`src/rtl/posit_encode_pipe.sv`:
```
// posit_encode_pipe
//   Three-stage valid/ready pipeline that turns an expanded posit
//   ("eposit": special flags, sign, biased regime, exponent, fraction) into a
//   packed N-bit posit with round-to-nearest-even.
//     S1: regime decode (run bit, run length) and saturation check
//     S2: regime/exponent/fraction placement, guard and sticky extraction
//     S3: rounding, clamping, sign application, specials
//   Optional feature macro: POSIT_ENC_INEXACT_CNT_EN adds the 16-bit
//   saturating inexact_cnt output (count of rounded output transfers).
//
// Ports
//   clk          clock, all state on rising edge
//   rst          asynchronous active-high reset
//   in_eposit    {inf, zero, sign, regime[RW-1:0], exp[ES-1:0], frac[FW-1:0]}
//   in_valid     in_eposit valid
//   in_ready     block accepts in_eposit this cycle
//   out_posit    encoded posit
//   out_valid    out_posit valid
//   out_ready    consumer accepts out_posit this cycle
//   inexact_cnt  rounded-output count (POSIT_ENC_INEXACT_CNT_EN only)
module posit_encode_pipe #(
  parameter int N  = 16,
  parameter int ES = 0
) (
  input  logic                         clk,
  input  logic                         rst,
  input  logic [$clog2(N)+ES+N+2:0]    in_eposit,
  input  logic                         in_valid,
  output logic                         in_ready,
  output logic [N-1:0]                 out_posit,
  output logic                         out_valid,
  input  logic                         out_ready
`ifdef POSIT_ENC_INEXACT_CNT_EN
  ,
  output logic [15:0]                  inexact_cnt
`endif
);

  localparam int RW = $clog2(N) + 1;
  localparam int FW = N - 1;
  localparam int EW = 3 + RW + ES + FW;
  // Terminator bit + exponent + fraction, placed after the regime run.
  localparam int TW = 1 + ES + FW;
  // Wide enough that the longest run (N-1) shifts nothing off the bottom.
  localparam int SW = TW + N - 1;
  localparam logic [RW-1:0] KBIAS = RW'(N - 1);
  localparam logic [RW-1:0] RMAX  = RW'(2 * N - 3);

  // ---------------------------------------------------------------------------
  // Handshake: a stage may load when empty or when its content moves on.
  // ---------------------------------------------------------------------------
  logic v1, v2, v3;
  logic rdy1, rdy2, rdy3;

  always_comb begin
    rdy3 = ~v3 | out_ready;
    rdy2 = ~v2 | rdy3;
    rdy1 = ~v1 | rdy2;
  end

  assign in_ready  = rdy1;
  assign out_valid = v3;

  // ---------------------------------------------------------------------------
  // S1: regime decode
  // ---------------------------------------------------------------------------
  logic [RW-1:0] d_regime;
  logic [RW-1:0] d_run_len;
  logic          d_run_bit;
  logic          d_sat;

  always_comb begin
    d_regime  = in_eposit[ES+FW +: RW];
    // k >= 0 gives a run of k+1 ones; k < 0 gives a run of -k zeros.
    d_run_bit = (d_regime >= KBIAS);
    d_sat     = (d_regime > RMAX);
    if (d_run_bit) d_run_len = d_regime - KBIAS + RW'(1);
    else           d_run_len = KBIAS - d_regime;
  end

  logic          s1_inf, s1_zero, s1_sign, s1_sat, s1_run_bit;
  logic [RW-1:0] s1_run_len;
  logic [TW-1:0] s1_tail;

  always_ff @(posedge clk or posedge rst) begin
    if (rst) begin
      v1         <= 1'b0;
      s1_inf     <= 1'b0;
      s1_zero    <= 1'b0;
      s1_sign    <= 1'b0;
      s1_sat     <= 1'b0;
      s1_run_bit <= 1'b0;
      s1_run_len <= '0;
      s1_tail    <= '0;
    end else if (rdy1) begin
      v1 <= in_valid;
      if (in_valid) begin
        s1_inf     <= in_eposit[EW-1];
        s1_zero    <= in_eposit[EW-2];
        s1_sign    <= in_eposit[EW-3];
        s1_sat     <= d_sat;
        s1_run_bit <= d_run_bit;
        s1_run_len <= d_run_len;
        // Terminator is the opposite of the run bit.
        s1_tail    <= {~d_run_bit, in_eposit[ES+FW-1:0]};
      end
    end
  end

  // ---------------------------------------------------------------------------
  // S2: shift tail right by the run length, fill the vacated top with the
  // run bit; the top N-1 bits are the magnitude body, next is guard, the
  // remainder ORs into sticky.
  // ---------------------------------------------------------------------------
  logic [SW-1:0] run_mask;
  logic [SW-1:0] sh_word;

  always_comb begin
    run_mask = ~({SW{1'b1}} >> s1_run_len);
    sh_word  = ({s1_tail, {(N-1){1'b0}}} >> s1_run_len)
             | (s1_run_bit ? run_mask : '0);
  end

  logic         s2_inf, s2_zero, s2_sign, s2_sat;
  logic [N-2:0] s2_body;
  logic         s2_guard, s2_sticky;

  always_ff @(posedge clk or posedge rst) begin
    if (rst) begin
      v2        <= 1'b0;
      s2_inf    <= 1'b0;
      s2_zero   <= 1'b0;
      s2_sign   <= 1'b0;
      s2_sat    <= 1'b0;
      s2_body   <= '0;
      s2_guard  <= 1'b0;
      s2_sticky <= 1'b0;
    end else if (rdy2) begin
      v2 <= v1;
      if (v1) begin
        s2_inf    <= s1_inf;
        s2_zero   <= s1_zero;
        s2_sign   <= s1_sign;
        s2_sat    <= s1_sat;
        s2_body   <= sh_word[SW-1 -: N-1];
        s2_guard  <= sh_word[SW-N];
        s2_sticky <= |sh_word[SW-N-1:0];
      end
    end
  end

  // ---------------------------------------------------------------------------
  // S3: round to nearest even, clamp to [minpos, maxpos], apply sign, specials
  // ---------------------------------------------------------------------------
  logic         round_up;
  logic [N-1:0] mag_sum;
  logic [N-2:0] mag;
  logic [N-1:0] f_posit;

  always_comb begin
    round_up = s2_guard & (s2_sticky | s2_body[0]);
    mag_sum  = {1'b0, s2_body} + {{(N-1){1'b0}}, round_up};
    if (s2_sat || mag_sum[N-1])
      mag = '1;
    else if (mag_sum[N-2:0] == '0)
      mag = {{(N-2){1'b0}}, 1'b1};
    else
      mag = mag_sum[N-2:0];

    if (s2_sign) f_posit = -{1'b0, mag};
    else         f_posit = {1'b0, mag};

    if (s2_inf)
      f_posit = {1'b1, {(N-1){1'b0}}};
    else if (s2_zero)
      f_posit = '0;
  end

  always_ff @(posedge clk or posedge rst) begin
    if (rst) begin
      v3        <= 1'b0;
      out_posit <= '0;
    end else if (rdy3) begin
      v3 <= v2;
      if (v2) out_posit <= f_posit;
    end
  end

`ifdef POSIT_ENC_INEXACT_CNT_EN
  // ---------------------------------------------------------------------------
  // Inexact counter: specials and saturated values never count.
  // ---------------------------------------------------------------------------
  logic f_inexact;
  logic s3_inexact;

  assign f_inexact = ~s2_inf & ~s2_zero & ~s2_sat & (s2_guard | s2_sticky);

  always_ff @(posedge clk or posedge rst) begin
    if (rst) begin
      s3_inexact <= 1'b0;
    end else if (rdy3 && v2) begin
      s3_inexact <= f_inexact;
    end
  end

  always_ff @(posedge clk or posedge rst) begin
    if (rst) begin
      inexact_cnt <= '0;
    end else if (v3 && out_ready && s3_inexact && (inexact_cnt != '1)) begin
      inexact_cnt <= inexact_cnt + 16'd1;
    end
  end
`endif

endmodule

```
`config.mk`:
```
export PLATFORM = sky130hd
export DESIGN_NAME = posit_encode_pipe
export DESIGN_NICKNAME = d
export VERILOG_FILES = /design/src/rtl/posit_encode_pipe.sv
export SDC_FILE = /design/constraint.sdc
export NUM_CORES = 1
export LEC_CHECK = 0
export BUFFER_PORTS_ARGS = -buffer_cell sky130_fd_sc_hd__buf_2
export CORE_UTILIZATION = 55
export CTS_CLUSTER_DIAMETER = 120
export DETAILED_ROUTE_END_ITERATION = 8
export GPL_TIMING_DRIVEN = 0
export MAX_ROUTING_LAYER = met4
export PLACE_DENSITY_LB_ADDON = 0.1
export SLEW_MARGIN = 0
export SYNTH_ARGS = -nofsm -noshare
export SYNTH_HDL_FRONTEND = slang
export SYNTH_SLANG_ARGS = --single-unit
```
`constraint.sdc`:
```
create_clock -name clk -period 6 [get_ports clk]
set_input_delay 0.6 -clock clk [delete_from_list [all_inputs] [get_ports clk]]
set_output_delay 0.6 -clock clk [all_outputs]
set_load 0.02 [all_outputs]
```
* After elaboration in Yosys (flattened, before gate mapping)
Index checks and enable logic that the tools add are counted.
Widths: inputs -> output; s select.
** Storage, ports and cells
- Flip-flop bits (word level) :: 66
- Input bits :: 27
- Output and inout bits :: 18
- Word-level logic and storage cells :: 51
** Cells by class
- Add/sub/neg operators :: 5
- Magnitude comparators :: 2
- Shift-type cells :: 2
- Muxes and demuxes :: 7
- Bitwise gates (word level) :: 11
- Reductions and logical operators :: 6
** Operators by type and width (number)
- $mux 16 :: 3
- $mux 31 :: 1
- $not 31->31 :: 1
- $or 31x31->31 :: 1
- $shr 31x5->31 :: 1
- $shr 31x5->31 const A :: 1
- $mux 15 :: 2
- $add 15x1->16 :: 1
- $neg 15->16 :: 1
- $logic_not 15->1 :: 1
- $reduce_or 15->1 :: 1
- $reduce_and 2->1 :: 3
- $add 5x1->5 const B :: 1
- $ge 5x4->1 const B :: 1
- $gt 5x5->1 const B :: 1
- $mux 5 :: 1
- $sub 4x5->5 const A :: 1
- $sub 5x4->5 const B :: 1
- $not 1->1 :: 4
- $or 1x1->1 :: 4
- $and 1x1->1 :: 1
- $logic_or 1x1->1 :: 1

* Logic depth before layout (Yosys ltp)
- Depth after elaboration :: 10
- Gate-level depth with buffers :: 17
- Gate-level depth less buffers :: 16

* Worst setup path before layout
No wires, ideal clock.
- Kind :: reg2reg
- Start :: register s2_body[0]
- End :: register out_posit[14]
- Library setup time :: 130 ps
- Data arrival time :: 3489 ps
- Data required time :: 5870 ps
- Slack :: 2381 ps
- Stages on the path, launching flop included :: 18
- Buffers on the path :: 1
- Period minus slack after synthesis :: 3619 ps
- Cells stage by stage :: dfrtp_1 o21a_1 ha_1 ha_1 and4_1 buf_6 nand3_1 mux2i_1 nand4bb_1 nor2_1 a211oi_1 ha_1 inv_1 nor3b_1 nand3_1 o41ai_2 xnor2_1 o21ai_1
** Between the ends
- Longest elaborated chain between the ends :: 10
- Elaborated cells between the ends (all ways) :: 11
- Classes of those cells :: add/sub: 2; mux: 5; bitwise: 2; reduce/logical: 2
** RTL lines
- start: declaration :: line 125 : logic [N-2:0] s2_body;
- start signal: assignment :: line 145 : s2_body <= sh_word[SW-1 -: N-1];
- $or 1x1->1 :: line 161 : round_up = s2_guard & (s2_sticky | s2_body[0]);
- $and 1x1->1 :: line 161
- $add 15x1->16 (*) :: line 162 : mag_sum = {1'b0, s2_body} + {{(N-1){1'b0}}, round_up};
- $logic_not 15->1 :: line 165 : else if (mag_sum[N-2:0] == '0)
- $mux 15 :: line 165
- $mux 15 (*) :: line 163 : if (s2_sat || mag_sum[N-1])
- $neg 15->16 :: line 170 : if (s2_sign) f_posit = -{1'b0, mag};
- $mux 16 (*) :: line 170
- $mux 16 (*) :: line 175 : else if (s2_zero)
- $mux 16 (*) :: line 173 : if (s2_inf)
- end signal: assignment :: line 185 : if (v2) out_posit <= f_posit;
- end: declaration :: line 30 : output logic [N-1:0] out_posit,
Mark *: on every way between the ends. The rest lies on a longest branch, timed or not.
A chain may end at the register's enable or synchronous reset.

* Worst setup path after layout
Ends and elaborated chain as after synthesis.

==> impl_results.md <==
* Shortest clock period the worst path allows after layout at 4140 ps
* Count of state elements after synthesis at 66
* Finish-stage setup viols at 0
* Total routing resource utilization after global routing at 31.0%
* Setup repair after global routing missed its margin: no
* Number of buffer and inverter instances along the worst setup path at 2
* Worst-Skew Late Latency at 360 ps
* Multi-input logic area at 2980 sq um
* Clk sink count at 66
* Synthesis warning total at 0
* Final worst hold slack at 262 ps
* Length of the first detailed-routing pass in iterations at 5
* Count of routing violations after the opening detailed-route iteration at 344
* Die Outline Area at 9230 sq um
* Leak at 2.36 nW
* Die height at 96.1 um
* Placeable core region at 8380 sq um
* Worst-path fanout max at 7
* Detailed-route via count at 4362
* Transition time of the tightest slew-check pin at 777 ps
* Run status: complete, no violations
* Maximum number of pins on one net before global-route repair at 45
* Post-detailed-route via-to-cell ratio at 6.20
* CP cell instances: o21a_1, ha_1, ha_1, and4_1, buf_6, nand3_1, mux2i_1, nand4bb_1, nor2_1, a211oi_1, ha_1, inv_1, nor3b_1, nand3_1, o41ai_2, xnor2_1, o21ai_1
* Total clock buffers created by CTS at 9
* Vias in the first global route at 4075
* Post-CTS Setup Repair Bufs at 0
* Final count of hold timing violations at 0
* Worst voltage drop across the vdd grid at 0.000178 V
* Root Buffer: sky130_fd_sc_hd__clkbuf_8
* Non-filler cells, final at 703
* Smallest setup slack after layout at 1860 ps
* FFs w/ async S/R, synth at 100%
* Most frequent standard cell in the layout excluding fill and tap cells: sky130_fd_sc_hd__nand2_1
* Worst reg2reg endpoint: out_posit[14]
* Final wirelength at 13000 um
* Commonest non-fill, non-tap cells in the layout: sky130_fd_sc_hd__nand2_1, sky130_fd_sc_hd__dfrtp_1, sky130_fd_sc_hd__buf_2
* Critical Path Sink Type: flop
* Remaining global-route overflow at 0
* Most frequently used flop master after synthesis: sky130_fd_sc_hd__dfrtp_1
* Worst Path Class, Setup: flop to flop
* Post-Syn Nets at 569
* Count of inserted antenna diode cells at 0
* DRC at 0
* Number of gates resized after CTS at 0
* Kind of cell adding the most delay to the critical path: simple AND/OR/NAND/NOR gates
* I/O pin count at 45
* Leading area contributor after synthesis: sky130_fd_sc_hd__dfrtp_1
* Final GP Congestion at 0.958
* PwrDens at 394 nW/um^2
* Synthesized instance count at 537
* Input/output buffers at 44
* Fmax at 0.241 GHz
* Internal reg-to-reg setup slack at 1860 ps
* Count of flip-flops with a built-in enable after synthesis at 0
* Startpoint type of the worst setup path: flop
* Fraction of the yosys area taken by sequential cells at 33.9%
* Cell with the most instances on the worst path: sky130_fd_sc_hd__ha_1
* Yosys cell types at 80
* Area growth syn-to-layout at 12.8%
* Starting density of the core at 58.1%
* Arrival time of data at the critical path endpoint at 4380 ps
* Max_slew headroom at 46.7%
* Total standard cell area after synthesis at 4870 sq um
* Sum Neg Setup Slack at 0 ps
* Synthesized area per cell at 9.06 sq um
* Max capacitance violation total at 0
* Count of placed standard cells including taps at 687
* Worst setup slack after placement at 1960 ps
* Maximum number of buffers from clock root to sink at 2
* Worst R2R Path Depth at 17
* Reg-to-reg startpoint: s2_body[0]
* Final net count at 625
* Detail Placement HPWL at 9760 um
* Worst Skew at 8.53 ps
* Required time of the worst setup path at 6240 ps
* Max incr delay on CP at 420 ps
* Residual antenna-violating net count after detailed routing at 0
* Worst Hold Class: input port to async pin
* Total power after layout at 0.00216 W
* TritonCTS clock tree: done
* Area share of the largest cell type after synthesis at 33.9%
* Final cycle utilization of the critical path at 69.0%
* CTS clk-pin slew, worst paths at 80 ps
* Global-route wire length before repair at 20700 um
* Fraction of layout instances using a drive strength above 1 at 22.9%
* Fill cells at 724
* Total area of sequential cells at 1650 sq um
* Max Transition Viols Final at 0
* Top area cells in the synthesized netlist: sky130_fd_sc_hd__dfrtp_1, sky130_fd_sc_hd__mux2_2, sky130_fd_sc_hd__nand2_1
* Number of standard-cell rows in the floorplan at 33
* DIE WIDTH at 96.1 um
* Slowest-stage cell, CP: sky130_fd_sc_hd__o41ai_2
* Antenna violations before repair at 0
* Routed length per instance at 18.5 um
* Total of hold buffers inserted after clock tree synthesis at 0
* Clock H-tree levels at 3
per-layer routing:
layer  track usage (%)  share of wire, %  vias to the layer above
met5                 -                 0                        -
met4              9.20               1.2                        0
met3              4.66               5.0                       15
met2              49.3                48                      145
met1              40.9                45                     2118
li1                  -                 -                     2084
cell type report:
| class | instances | share of cell area [%] |
|---|---|---|
| buffer | 41 | 3.60 |
| clock buffer | 9 | 2.26 |
| clock inverter | 7 | 2.28 |
| inverter | 11 | 0.753 |
| multi-input combinational | 419 | 54.2 |
| sequential | 66 | 30.1 |
| tap | 105 | 2.39 |
| timing repair buffer | 45 | 4.38 |
stage by stage:
step,utilization [%],area (sq um)
6_report,65.5,5490
5_1_grt,65.5,5490
4_1_cts,65.5,5490
3_3_place_gp,62.2,5220
2_1_floorplan,-,4870
3_5_place_dp,62.5,5240
report_power, final:
part           switching (W)  internal [W]  total [W]
Clock               0.000206      0.000280   0.000485
Sequential          0.000102      0.000559   0.000661
Combinational       0.000611      0.000405    0.00102
Total               0.000919       0.00124    0.00216
cells in the mapped netlist (all sizes together) (11+ instances only):
cell type  count
nand3         21
xor2          12
dfrtp         66
a21oi         24
buf           15
clkbuf        26
nor2          39
mux2          36
nor3          11
o21ai         43
nand2         72
mux2i         20
xnor2         12
how the worst max path moves through the flow:
| stage | end | slack (ps) | startpoint | depth (start not counted) |
|---|---|---|---|---|
| 2_1_floorplan | out_posit[14] | 2380 | s2_body[0] | 17 |
| 3_3_place_gp | out_posit[14] | 1960 | s2_body[0] | 17 |
| 3_5_place_dp | out_posit[14] | 1960 | s2_body[0] | 17 |
| 4_1_cts | out_posit[14] | 1910 | s2_body[0] | 17 |
| 5_1_grt | out_posit[14] | 1570 | s2_body[0] | 17 |
| 6_report | out_posit[14] | 1860 | s2_body[0] | 17 |
flip-flops by register name, summed over array words and instances, names as in the netlist:
signal,count
out_posit,16
s1_tail,16
s2_body,15
s1_run_len,5
out_valid,1
s1_inf,1
s1_run_bit,1
s1_sat,1
s1_sign,1
s1_zero,1
s2_guard,1
s2_inf,1
s2_sat,1
s2_sign,1
s2_sticky,1
s2_zero,1
v1,1
v2,1
cells by family (layout without fill, tap and decap cells):
logic type / after synthesis / in the layout / share of synthesized area (%)
DFF: 66 / 66 / 33.9
buffers and inverters: 52 / 113 / 4.91
AOI/OAI and AO/OA: 139 / 139 / 19.2
adders and majority gates: 5 / 5 / 1.29
and+or+nand+nor: 186 / 186 / 19.6
xor gates and xnor gates: 24 / 24 / 4.47
muxes: 65 / 65 / 16.6
No activity file was read; power rests on OpenSTA's default activity.
